`config.mk`:
```
export PLATFORM = sky130hd
export DESIGN_NAME = qs_egress
export DESIGN_NICKNAME = d
export VERILOG_FILES = /design/src/rtl/qs_pkg.sv /design/src/rtl/qs_skid2.sv /design/src/rtl/qs_egress.sv
export SDC_FILE = /design/constraint.sdc
export NUM_CORES = 1
export LEC_CHECK = 0
export CAP_MARGIN = 10
export CORE_UTILIZATION = 52
export CTS_CLUSTER_DIAMETER = 120
export CTS_CLUSTER_SIZE = 25
export DETAILED_ROUTE_END_ITERATION = 7
export PLACE_DENSITY = 0.85
export SLEW_MARGIN = 5
export SYNTH_ARGS = -nofsm -noshare
export SYNTH_HDL_FRONTEND = slang
export SYNTH_SLANG_ARGS = --single-unit
```
`constraint.sdc`:
```
create_clock -name clk -period 7.56 [get_ports clk]
set_input_delay 1.512 -clock clk [delete_from_list [all_inputs] [get_ports clk]]
set_output_delay 1.512 -clock clk [all_outputs]
set_load 0.01 [all_outputs]
```
`src/rtl/qs_pkg.sv`:
```
// qs_pkg: shared types for the quicksort accelerator bank lifecycle.
// Holds the bank status/state table types, datapath widths, the egress FSM
// state enum, the skid entry layout and the round-robin bank pointer helper.
package qs_pkg;

  localparam int unsigned N       = 16;  // maximum words per bank
  localparam int unsigned W       = 32;  // word width
  localparam int unsigned BANKS_N = 4;   // number of banks

  localparam int unsigned AddrW = $clog2(N);
  localparam int unsigned BankW = $clog2(BANKS_N);

  typedef logic [BankW-1:0] bank_id_t;
  typedef logic [AddrW-1:0] addr_t;
  typedef logic [W-1:0]     w_t;

  typedef enum logic [2:0] {
    BANK_IDLE      = 3'd0,
    BANK_LOADING   = 3'd1,
    BANK_READY     = 3'd2,
    BANK_SORTING   = 3'd3,
    BANK_SORTED    = 3'd4,
    BANK_UNLOADING = 3'd5
  } bank_status_t;

  // One bank table entry: n is the last valid index (inclusive).
  typedef struct packed {
    bank_status_t status;
    addr_t        n;
    logic         err;
  } bank_state_t;

  typedef enum logic [2:0] {
    IDLE    = 3'd0,
    CLAIM   = 3'd1,
    STREAM  = 3'd2,
    DRAIN   = 3'd3,
    RELEASE = 3'd4
  } egress_state_t;

  typedef struct packed {
    w_t   w;
    logic last;
    logic err;
  } skid_entry_t;

  // Wraps on the bank count rather than relying on bit-width overflow, so a
  // non-power-of-two BANKS_N still visits only real banks.
  function automatic bank_id_t bank_id_inc(input bank_id_t id);
    if (id == bank_id_t'(BANKS_N - 1)) begin
      return '0;
    end
    return id + bank_id_t'(1);
  endfunction

endpackage

```
`src/rtl/qs_skid2.sv`:
```
// qs_skid2: 2-entry FIFO holding output beats {w, last, err}.
// Ports:
//   clk, rst_n   clock, synchronous active-low reset
//   push         write push_data this cycle (must not be asserted when full)
//   push_data    entry to store
//   pop          consume the head entry (must not be asserted when empty)
//   head         oldest entry, stable until popped
//   count        current occupancy 0..2, feeds the read-credit computation
module qs_skid2
  import qs_pkg::*;
(
  input  logic        clk,
  input  logic        rst_n,
  input  logic        push,
  input  skid_entry_t push_data,
  input  logic        pop,
  output skid_entry_t head,
  output logic [1:0]  count
);

  skid_entry_t mem_q [2];
  logic        wr_ptr_q;
  logic        rd_ptr_q;
  logic [1:0]  count_q;

  always_ff @(posedge clk) begin
    if (!rst_n) begin
      mem_q[0] <= '0;
      mem_q[1] <= '0;
      wr_ptr_q <= 1'b0;
      rd_ptr_q <= 1'b0;
      count_q  <= 2'd0;
    end else begin
      if (push) begin
        mem_q[wr_ptr_q] <= push_data;
        wr_ptr_q        <= ~wr_ptr_q;
      end
      if (pop) begin
        rd_ptr_q <= ~rd_ptr_q;
      end
      count_q <= count_q + 2'(push) - 2'(pop);
    end
  end

  assign head  = mem_q[rd_ptr_q];
  assign count = count_q;

  a_no_overflow: assert property (@(posedge clk) disable iff (!rst_n)
    push |-> (count_q != 2'd2));
  a_no_underflow: assert property (@(posedge clk) disable iff (!rst_n)
    pop |-> (count_q != 2'd0));

endmodule

```
`src/rtl/qs_egress.sv`:
```
// qs_egress: unload engine for the quicksort accelerator.
// Visits banks strictly round-robin, waits for the current bank to be
// SORTED, claims it (UNLOADING), streams its words through a 2-entry skid
// buffer that absorbs the 1-cycle RAM latency, then returns it to IDLE.
// Ports:
//   clk, rst_n                      clock, synchronous active-low reset
//   bank_state_r                    bank state table (status, n, err per bank)
//   bank_upd_vld/_id/_status        one-cycle bank status update strobe
//   rd_en, rd_bank, rd_addr         bank RAM read request
//   rd_data                         read data, valid the cycle after rd_en
//   out_vld, out_w, out_last,
//   out_err, out_rdy                valid/ready output beat stream
module qs_egress
  import qs_pkg::*;
(
  input  logic                          clk,
  input  logic                          rst_n,
  input  bank_state_t [BANKS_N-1:0]     bank_state_r,
  output logic                          bank_upd_vld,
  output bank_id_t                      bank_upd_id,
  output bank_status_t                  bank_upd_status,
  output logic                          rd_en,
  output bank_id_t                      rd_bank,
  output addr_t                         rd_addr,
  input  w_t                            rd_data,
  output logic                          out_vld,
  output w_t                            out_w,
  output logic                          out_last,
  output logic                          out_err,
  input  logic                          out_rdy
);

  egress_state_t state_q, state_d;
  bank_id_t      ptr_q, ptr_d;
  addr_t         n_q, n_d;
  logic          err_q, err_d;
  addr_t         addr_q, addr_d;
  logic          rd_pend_q;  // read issued last cycle, data on rd_data now
  logic          rd_last_q;  // that read was for address n

  logic        err_push;
  logic        skid_push;
  skid_entry_t skid_in;
  skid_entry_t skid_head;
  logic [1:0]  skid_count;
  logic        hs;
  logic [2:0]  usage;
  logic        credit_ok;

  assign out_vld = (skid_count != 2'd0);
  assign hs      = out_vld & out_rdy;

  // A beat leaving this cycle frees its slot before any read issued now can
  // return data, so it is credited back immediately to avoid bubbles.
  assign usage     = 3'(skid_count) + 3'(rd_pend_q) - 3'(hs);
  assign credit_ok = (usage < 3'd2);

  always_comb begin
    state_d         = state_q;
    ptr_d           = ptr_q;
    n_d             = n_q;
    err_d           = err_q;
    addr_d          = addr_q;
    bank_upd_vld    = 1'b0;
    bank_upd_status = BANK_IDLE;
    rd_en           = 1'b0;
    err_push        = 1'b0;

    unique case (state_q)
      IDLE: begin
        if (bank_state_r[ptr_q].status == BANK_SORTED) begin
          state_d = CLAIM;
        end
      end
      CLAIM: begin
        bank_upd_vld    = 1'b1;
        bank_upd_status = BANK_UNLOADING;
        n_d             = bank_state_r[ptr_q].n;
        err_d           = bank_state_r[ptr_q].err;
        addr_d          = '0;
        state_d         = STREAM;
      end
      STREAM: begin
        if (err_q) begin
          // Error bank: emit one marker beat instead of reading the RAM.
          err_push = 1'b1;
          state_d  = DRAIN;
        end else if (credit_ok) begin
          rd_en = 1'b1;
          if (addr_q == n_q) begin
            state_d = DRAIN;
          end else begin
            addr_d = addr_q + addr_t'(1);
          end
        end
      end
      DRAIN: begin
        if (hs && skid_head.last) begin
          state_d = RELEASE;
        end
      end
      RELEASE: begin
        bank_upd_vld    = 1'b1;
        bank_upd_status = BANK_IDLE;
        ptr_d           = bank_id_inc(ptr_q);
        state_d         = IDLE;
      end
      default: begin
        state_d = IDLE;
      end
    endcase
  end

  always_ff @(posedge clk) begin
    if (!rst_n) begin
      state_q   <= IDLE;
      ptr_q     <= '0;
      n_q       <= '0;
      err_q     <= 1'b0;
      addr_q    <= '0;
      rd_pend_q <= 1'b0;
      rd_last_q <= 1'b0;
    end else begin
      state_q   <= state_d;
      ptr_q     <= ptr_d;
      n_q       <= n_d;
      err_q     <= err_d;
      addr_q    <= addr_d;
      rd_pend_q <= rd_en;
      rd_last_q <= rd_en && (addr_q == n_q);
    end
  end

  assign skid_push = rd_pend_q | err_push;

  always_comb begin
    if (rd_pend_q) begin
      skid_in = '{w: rd_data, last: rd_last_q, err: 1'b0};
    end else begin
      skid_in = '{w: '0, last: 1'b1, err: 1'b1};
    end
  end

  qs_skid2 u_skid (
    .clk       (clk),
    .rst_n     (rst_n),
    .push      (skid_push),
    .push_data (skid_in),
    .pop       (hs),
    .head      (skid_head),
    .count     (skid_count)
  );

  // Outputs are forced to zero whenever they carry no meaning.
  assign out_w       = out_vld ? skid_head.w : '0;
  assign out_last    = out_vld & skid_head.last;
  assign out_err     = out_vld & skid_head.err;
  assign rd_bank     = rd_en ? ptr_q : '0;
  assign rd_addr     = rd_en ? addr_q : '0;
  assign bank_upd_id = bank_upd_vld ? ptr_q : '0;

  a_upd_spaced: assert property (@(posedge clk) disable iff (!rst_n)
    bank_upd_vld |=> !bank_upd_vld);
  a_push_exclusive: assert property (@(posedge clk) disable iff (!rst_n)
    !(rd_pend_q && err_push));

endmodule

```
Yosys cells after proc, flatten, opt, wreduce, memory -nomap -nowiden:

Memories as Yosys holds them, arrays and structs flattened. A register that Yosys moved wholly into a read port is not among the register bits.
Cells that the tools add are included.

* $add $sub $neg: 6
* $lt $le $gt $ge: 2
* equal/unequal tests: 14
* muxes and demuxes: 37
* bitwise logic cells: 6
* reductions and logical operators: 9

Operator list (count)
* 34-bit two-way mux: 2
* 34-bit OR reduction: 1
* 32-bit two-way mux: 1
* 3-bit two-way mux: 6
* 8-bit binary-select mux with 2-bit select: 1
* 1-bit two-way mux: 16
* 4-bit two-way mux: 4
* 3-bit case mux with 4 select lines: 1
* 2-bit != test (second input constant): 5
* 2-bit two-way mux: 4
* 8-bit two-way mux: 1
* 4-bit case mux with 2 select lines: 1
* 4-bit AND reduction: 2
* 3-bit by 2-bit == test with 1-bit output (second input constant): 2
* 3-bit == test (second input constant): 2
* 3-bit != test (second input constant): 2
* 4-bit by 1-bit adder with 4-bit output (second input constant): 1
* 4-bit == test: 1
* 2-bit nonzero test: 2
* 2-bit by 1-bit adder with 3-bit output: 1
* 1-bit AND: 3
* 3-bit by 1-bit == test with 1-bit output (second input constant): 1
* 3-bit logical NOT: 1
* 2-bit by 3-bit < comparator with 1-bit output (second input constant): 1
* 10 further kinds: 12

* register bits after elaboration: 20
* RAM bits: 68
* input port bits: 67
* output and inout bits: 48
* word-level logic and storage cells: 85
* memories: 1

Memory list
* u_skid.mem_q: words 2, bits a word 34, rd ports 1, clocked after memory_dff 1, wr ports 2, RTL line qs_skid2.sv:21 `skid_entry_t mem_q [2];`

Longest topological paths before layout:

Gate-level depths: netlist of run 1.

* depth in word-level cells: 8
* gate-level depth with buffers: 11
* mapped depth without buffers: 11

Hierarchy:

A second synthesis of run 1 with hierarchy kept.

* cell total of the unflattened synthesis: 437
* area, all modules: 4873.4 sq um

By module, submodules not included
* qs_skid2: times used 1, cells an instance 240, area each 3288.2 sq um, sequential area each 2142.1 sq um
* qs_egress: times used 1, cells an instance 197, area each 1585.3 sq um, sequential area each 320.3 sq um

Least setup slack after synthesis of run 1:

No wires, ideal clock.

* path kind: input-to-output
* from: input out_rdy
* to: output rd_addr[0]
* arrival time: 3.300 ns
* required time: 6.048 ns
* path slack: 2.748 ns
* stages: 10
* path buffers: 0
* cells stage by stage: o21ai_0 > inv_1 > ha_1 > inv_1 > nand2_1 > fa_1 > xnor2_1 > nand3_4 > inv_1 > and2_1

* word-level cells in the longest chain between the ends: 7

RTL lines
* from (decl): RTL line qs_egress.sv:30 `input logic out_rdy`
* 1-bit AND: RTL line qs_egress.sv:51 `assign hs = out_vld & out_rdy;`
* net hs: RTL line qs_egress.sv:46 `logic hs;`
* 3-bit by 1-bit subtractor with 3-bit output: RTL line qs_egress.sv:55 `assign usage = 3'(skid_count) + 3'(rd_pend_q) - 3'(hs);`
* 3-bit by 2-bit < comparator with 1-bit output: RTL line qs_egress.sv:56 `assign credit_ok = (usage < 3'd2);`
* 1-bit two-way mux: RTL line qs_egress.sv:88 `end else if (credit_ok) begin`
* 1-bit two-way mux: RTL line qs_egress.sv:84 `if (err_q) begin`
* 1-bit two-way mux: RTL line qs_egress.sv:69 `unique case (state_q)`
* net rd_en: RTL line qs_egress.sv:22 `output logic rd_en,`
* 4-bit two-way mux: RTL line qs_egress.sv:159 `assign rd_addr = rd_en ? addr_q : '0;`
* to (decl): RTL line qs_egress.sv:24 `output addr_t rd_addr,`

The timed path passes the listed nets, and every way through them passes these cells.

Worst setup path in the final report of run 1:

* from: input out_rdy
* to: output rd_bank[1]

* word-level cells in the longest chain between the ends: 7

RTL lines
* 1-bit AND: RTL line qs_egress.sv:51
* net hs: RTL line qs_egress.sv:46
* 3-bit by 1-bit subtractor with 3-bit output: RTL line qs_egress.sv:55
* 3-bit by 2-bit < comparator with 1-bit output: RTL line qs_egress.sv:56
* 1-bit two-way mux: RTL line qs_egress.sv:88
* 1-bit two-way mux: RTL line qs_egress.sv:84
* 1-bit two-way mux: RTL line qs_egress.sv:69
* 2-bit two-way mux: RTL line qs_egress.sv:158 `assign rd_bank = rd_en ? ptr_q : '0;`
* to (decl): RTL line qs_egress.sv:23 `output bank_id_t rd_bank,`

The timed path passes the listed nets, and every way through them passes these cells.

==> summary.md, run 1 <==
| Metric | Value |
|---|---|
| Status | `finished clean` |
| Area contributors post-synth | `edfxtp_1, nor2_1, dfxtp_1` |
| Drt wl/cell | `between 15 and 20 um` |
| Switching power | `497.3 uW` |
| Combinational family with the most area after synthesis | `simple AND/OR/NAND/NOR gates` |
| Via count | `3223` |
| Kind of end point of the critical path | `output pin` |
| Cell count of the worst hold path | `2` |
| Combinational Power Share | `33.8%` |
| Gpl congestion | `about 0.8` |
| Hold path start | `n_q[1]` |
| Hold path endpoint | `n_q[1]` |
| Yosys reg bits | `just under 90` |
| Total Wirelength | `just over 9000 um` |
| HPWL after DPL | `~6000 um` |
| Setup violators final | `0` |
| Area Growth Syn to Fin | `32.81%` |
| Internal power | `~1100 uW` |
| CTS root buffer | `clkbuf_8` |
| Max rail drop VDD | `between 0.15 and 0.2 mV` |
| Most frequent cell after synthesis | `nor2_1` |
| Sw Ratio | `32.08%` |
| Antenna viol nets, final | `0` |
| Number of buffers and inverters on the critical path | `5` |
| FF-to-FF End | `addr_q[3]` |
| Flop pwr share | `between 40% and 50%` |
| Clk_lat worst skew | `between 0.3 and 0.4 ns` |
| # rows | `32` |
| Tcrit/Tclk final | `78.89%` |
| Fraction of the mapped netlist area in compound gates | `3.197%` |
| Register area share after synthesis | `approximately 57%` |
| Post-synth top flop | `edfxtp_1` |
| Synth unique cells | `49` |
| Worst slew pin tran | `1.137 ns` |
| Sum of negative setup slack | `0 ns` |
| Setup repair bufs after CTS | `0` |
| Netlist Area Pre-Place | `between 0.004 and 0.005 mm^2` |
| Hold Crit Class | `flip-flop to flip-flop` |
| FF-to-FF path depth | `10` |
| Syn. warnings | `0` |
| Max Clock Skew | `0.01267 ns` |
| Drc violations | `0` |
| Die Area | `0.008647 mm^2` |
| Syn Nets | `471` |
| RSZ-0062 raised after global routing | `no` |
| Slew Viols, Final | `0` |
| # diodes | `0` |
| Gate Count Post-Synth | `398` |
| Delay-heaviest family, CP | `buffers and inverters` |
| Via density | `approximately 5.3` |
| Drt first pass iters | `4` |
| Layout cells sized above 1 | `7.129%` |
| Gr ovfl total | `0` |
| Nets@finish | `between 500 and 600` |
| Fmax | `between 0.15 and 0.2 GHz` |
| Maxcap violations | `0` |
| Clock Tree Buf Depth | `2` |
| Mux share of post-synthesis cell area | `10.99%` |
| Post-synth top cells | `nor2_1, edfxtp_1, nand2_1, mux2i_1, dfxtp_1` |
| Critical Path AT | `4.45 ns` |
| Initial antenna violation count | `0` |
| Port Buf Inserts | `about 110` |
| CP Max Fanout | `9` |
| Post-Synth Simple-Gate Area | `20.43%` |
| Setup Crit Path Kind | `input pin to output pin` |
| Yosys top cell area share | `about 47%` |
| Largest net degree at the start of global routing | `37` |
| CP Launch Type | `input pin` |
| Clock-pin slew on the worst setup and hold paths | `0.09 ns` |
| Place WS | `1.624 ns` |
| R2r setup slk | `4.63 ns` |
| Post-layout minimum cycle time | `5.964 ns` |
| H-tree depth | `3` |
| CTS tree | `yes` |
| Crit path required time | `6.05 ns` |
| Initial core utilization | `54.86%` |
| # hold bufs at CTS | `0` |
| Leakage | `0.001941 uW` |
| Clock sink total | `89` |
| Worst path max stage delay | `about 0.53 ns` |
| Die Height | `between 90 and 100 um` |
| Power per standard cell area | `271.1 mW/mm^2` |
| PnR worst setup slack | `between 1.5 and 2 ns` |
| Post-cts gate resize count | `0` |
| Crit-path slowest cell | `clkdlybuf4s50_1` |
| TritonCTS Buffers | `9` |
| Core ar. | `0.007848 mm^2` |
| R2R Path Start | `u_skid.count[1]` |
| Crit-path cells | `clkdlybuf4s50_1 -> o21ai_0 -> inv_1 -> ha_1 -> inv_1 -> nand2_1 -> fa_1 -> xnor2_1 -> nand3_4 -> inv_1 -> and2_1 -> clkdlybuf4s50_1` |
| Final hold violation count | `0` |
| Global-route wire length before repair | `around 15000 um` |
| Crit path top cell by count | `inv_1` |
| GRT Util Overall | `between 20% and 30%` |
| Cell accounting for the most synthesized area | `edfxtp_1` |
| Synthesized area per cell | `10.82 um^2` |
| Max_slew headroom | `around a quarter` |
| IO Pins | `~120` |
| Synth Area in XOR/XNOR | `1.831%` |
| Iter 0 DRT Violations | `204` |
| Post-synth EDFFs | `68` |
| Clock share of power | `~25%` |
| Number of global-route vias before repair | `about 3300` |
| Width of the die | `between 90 and 100 um` |
| Asr flop ratio synth | `0%` |
| Adder-Cell Fraction of Synth Area | `1.918%` |
| Total Power | `1550 uW` |
worst max-delay path by stage:
stage	from	end	slack (ns)	depth (start not counted)
global placement	out_rdy	rd_bank[0]	1.78	12
detailed placement	out_rdy	rd_bank[1]	1.62	12
floorplan	out_rdy	rd_addr[0]	2.75	10
finish	out_rdy	rd_bank[1]	1.60	12
global route	out_rdy	rd_addr[1]	1.42	12
CTS	out_rdy	rd_bank[1]	1.60	12
cell type report:
| class | count | area (um^2) |
|---|---|---|
| multi-input combinational | 271 | 1680 |
| inverter | 12 | 45.04 |
| clock buffer | 9 | 123.9 |
| timing repair buffer | 117 | 1161 |
| sequential | 89 | 2464 |
| fill | 531 | 2130 |
| tap | 102 | 127.6 |
| clock inverter | 7 | 116.4 |
layout by cell type, fill, tap and decap left out, types with 2 or more instances in the layout:
| cell | count |
|---|---|
| o21ai_4 | 2 |
| o21ai_0 | 3 |
| clkbuf_8 | 9 |
| nand3_1 | 3 |
| inv_1 | 11 |
| xnor2_1 | 4 |
| nor2_1 | 113 |
| nand2_1 | 47 |
| bufinv_16 | 3 |
| clkdlybuf4s50_1 | 113 |
| or3_1 | 4 |
| buf_4 | 4 |
| xor2_1 | 5 |
| nor3_1 | 2 |
| and2_1 | 9 |
| ha_1 | 5 |
| mux2i_1 | 36 |
| edfxtp_1 | 68 |
| a21oi_1 | 5 |
| mux4_2 | 5 |
| dfxtp_1 | 20 |
tightest hold or removal path, cell delays in order (launching register included):
cell and delay (ns):
dfxtp_1 0.33, nand2_1 0.05, a21oi_1 0.05
sequential cells by signal, indices dropped and copies added (netlist names), named ones only:
signal,flops
u_skid.wr_ptr_q,1
n_q,4
err_q,1
rd_last_q,1
addr_q,4
rd_pend_q,1
u_skid.count,2
u_skid.mem_q,68
state_q,3
ptr_q,2
u_skid.rd_ptr_q,1
per-layer routing:
| metal | global-route usage (%) | vias to the layer above | wire (um) |
|---|---|---|---|
| met1 | 26.79 | 1503 | 3646 |
| met5 | 0 | - | 0 |
| met4 | 9.231 | 0 | 136 |
| met2 | 40.75 | 149 | 4876 |
| li1 | - | 1558 | - |
| met3 | 5.366 | 13 | 644 |
stage by stage:
step,area (um^2),cells,hold slack (ns),utilization (%)
finish,5718,607,0.4781,72.86
global route,5718,607,0.5063,72.86
CTS,5718,607,0.4772,72.86
detailed placement,5478,591,0.4647,69.80
global placement,5478,591,0.4565,69.80
floorplan,4305,398,0.4478,-
logic make-up after synthesis:
family | count (synthesis)
AND/OR/NAND/NOR | 194
flip-flops | 89
multiplexers | 41
buffers and inverters | 38
AO/OA/AOI/OAI | 20
XOR/XNOR | 9
adder cells (fa/ha/maj) | 6
other | 1
power groups by stage:
stage          combinational, uW  clock (uW)  sequential (uW)
2_1_floorplan                335           0              602
3_3_place_gp                 510           0              644
3_5_place_dp                 525           0              648
4_1_cts                      526         388              638
5_1_grt                      573         406              645
6_report                     524         389              637
Power figures use the tool's default switching activity.
==> inputs of run 2 (changes only) <==
--- a/config.mk
+++ b/config.mk
@@ -6,11 +6,11 @@
 export NUM_CORES = 1
 export LEC_CHECK = 0
 export CAP_MARGIN = 10
-export CORE_UTILIZATION = 52
+export CORE_UTILIZATION = 49
 export CTS_CLUSTER_DIAMETER = 120
 export CTS_CLUSTER_SIZE = 25
 export DETAILED_ROUTE_END_ITERATION = 7
-export PLACE_DENSITY = 0.85
+export PLACE_DENSITY = 0.81
 export SLEW_MARGIN = 5
 export SYNTH_ARGS = -nofsm -noshare
 export SYNTH_HDL_FRONTEND = slang
==> constraint.sdc (replaced) <==
create_clock -name clk -period 6.1 [get_ports clk]
set_input_delay 1.22 -clock clk [delete_from_list [all_inputs] [get_ports clk]]
set_output_delay 1.22 -clock clk [all_outputs]
set_load 0.01 [all_outputs]
==> run 2 against run 1 <==
  * Global-route usage shrank 3.0 points
  * Clock-buffer cell count grew 2
  * Sequential power grew 24%
  * Worst setup slack lost 0.84 ns
  * Combinational power grew 23%
  * First-iteration DRC count shrank 41%
  * Critical path type unchanged
  * Largest power group unchanged
  * Register-to-register slack lost 1.4 ns
  * Cell area shrank 1.5%
  * Wire length shrank 4.9%
  * Die area grew 6.0%
  * Critical path depth is the same
==> summary.md, run 2 (synthesized netlist as in run 1, its figures left out) <==
| Metric | Value |
|---|---|
| Status | `finished clean` |
| # hold bufs at CTS | `0` |
| Via density | `5.322` |
| Core ar. | `0.008341 mm^2` |
| CP Capture Point | `rd_addr[1]` |
| Global-route wire length before repair | `14000 um` |
| Post-layout minimum cycle time | `roughly 5.3 ns` |
| Area Growth Syn to Fin | `30.86%` |
| Initial antenna violation count | `0` |
| Worst path depth | `12` |
| FF-to-FF End | `addr_q[3]` |
| Crit-path slowest cell | `clkdlybuf4s50_1` |
| Largest regs | `u_skid.mem_q (68), addr_q (4), n_q (4)` |
| Via count | `3236` |
| Port Buf Inserts | `~110` |
| Gpl congestion | `0.7982` |
| Post-cts gate resize count | `0` |
| Crit path top cell by count | `inv_1` |
| Clock sink total | `89` |
| Place WS | `about 0.73 ns` |
| Nets@finish | `572` |
| Total Wirelength | `~8800 um` |
| Fmax | `0.1871 GHz` |
| TritonCTS Buffers | `9` |
| Sum of negative setup slack | `0 ns` |
| Placed Area | `between 0.005 and 0.006 mm^2` |
| Initial core utilization | `between 50% and 60%` |
| Clk_lat worst skew | `0.35 ns` |
| Drt first pass iters | `4` |
| Setup repair bufs after CTS | `0` |
| Drc violations | `0` |
| Crit path required time | `~4.9 ns` |
| RSZ-0062 raised after global routing | `no` |
| Drt wl/cell | `roughly 15 um` |
| Layout cells sized above 1 | `~6.2%` |
| HPWL after DPL | `5910 um` |
| Largest net degree at the start of global routing | `37` |
| Top reg by flops | `u_skid.mem_q` |
| Slew Viols, Final | `0` |
| Setup Crit Path Kind | `input pin to output pin` |
| Die Area | `~0.009 mm^2` |
| # rows | `33` |
| CTS tree | `yes` |
| PnR worst setup slack | `0.7546 ns` |
| Most frequent cells in the layout | `nor2_1, clkdlybuf4s50_1, edfxtp_1` |
| Clock-pin slew on the worst setup and hold paths | `0.08 ns` |
| Critical Path Start | `out_rdy` |
| FF-to-FF path depth | `10` |
| Max rail drop VDD | `0.1503 mV` |
| CTS root buffer | `clkbuf_8` |
| # diodes | `0` |
| Max Clock Skew | `0.005742 ns` |
| Number of buffers and inverters on the critical path | `5` |
| Width of the die | `95.74 um` |
| Hold Crit Class | `flip-flop to flip-flop` |
| Total Power | `1767 uW` |
| Clock Tree Buf Depth | `2` |
| R2R Path Start | `u_skid.count[1]` |
| H-tree depth | `3` |
| Iter 0 DRT Violations | `120` |
| R2r setup slk | `approximately 3.2 ns` |
| Die Height | `95.74 um` |
| Final hold violation count | `0` |
| Tcrit/Tclk final | `between 80% and 90%` |
| Post-layout util | `67.55%` |
| GRT Util Overall | `about a fifth` |
| Power per standard cell area | `313.6 mW/mm^2` |
| Cell count of the worst hold path | `2` |
| Antenna viol nets, final | `0` |
| Number of global-route vias before repair | `~3200` |
| Kind of end point of the critical path | `output pin` |
| Worst slew pin tran | `1.192 ns` |
| Gr ovfl total | `0` |
| Setup violators final | `0` |
| Critical Path AT | `about 4.1 ns` |
| Leakage | `0.001897 uW` |
| Max_slew headroom | `approximately 20%` |
| CP Launch Type | `input pin` |
| IO Pins | `115` |
| Crit-path cells | `clkdlybuf4s50_1 -> o21ai_0 -> inv_1 -> ha_1 -> inv_1 -> nand2_1 -> fa_1 -> xnor2_1 -> nand3_4 -> inv_1 -> and2_1 -> clkdlybuf4s50_1` |
| Post-route cell area | `0.005634 mm^2` |
| Worst path max stage delay | `between 0.5 and 0.6 ns` |
| CP Max Fanout | `9` |
| Delay-heaviest family, CP | `buffers and inverters` |
| Largest register FFs | `68` |
| Maxcap violations | `0` |
-- run 2: cell types whose count changed in the layout (fill, tap and decap cells not counted), sizes merged --
cell    before  now
bufinv       3    0
clkbuf       9   11
clkinv       1    2
inv         13   12
buf          4    3
-- run 2: how the worst min path moves through the flow --
stage           start  endpoint  slack (ns)
4_1_cts        n_q[0]    n_q[0]        0.48
2_1_floorplan  n_q[0]    n_q[0]        0.45
3_3_place_gp   n_q[0]    n_q[0]        0.46
6_report       n_q[0]    n_q[0]        0.48
3_5_place_dp   n_q[0]    n_q[0]        0.47
5_1_grt        n_q[0]    n_q[0]        0.50
-- run 2: through the flow --
stage               hold slack, ns  instances
floorplan                   0.4478        398
global placement            0.4550        592
detailed placement          0.4681        592
CTS                         0.4783        607
global route                0.4954        608
finish                      0.4798        608
-- run 2: tightest hold or removal path, delay by kind of cell (launching register included) --
family,cells,cell delay (ns)
and+or+nand+nor,1,0.06
DFF,1,0.33
AOI/OAI and AO/OA,1,0.05
-- run 2: power by group --
| part | total [uW] | switching [uW] | internal [uW] | leakage, uW |
|---|---|---|---|---|
| logic | 645 | 324 | 321 | 0.000950 |
| registers | 788 | 76.4 | 712 | 0.000875 |
| clock network | 334 | 191 | 143 | 0.0000728 |
| total | 1770 | 591 | 1180 | 0.00190 |
-- run 2: layer usage --
metal	global-route usage (%)	share of wire (%)
met3	3.397	5.9
met4	5.970	1.1
met2	36.43	51
met1	24.31	42
met5	0	0
-- run 2: cell type report --
cell class              count  area [um^2]
fillers                   639         2706
repair buffers            116         1161
well taps                 105        131.4
clock inverters             4        21.27
multi-input cells         271         1680
clock buffers              11        131.4
inverters                  12        45.04
flip-flops and latches     89         2464
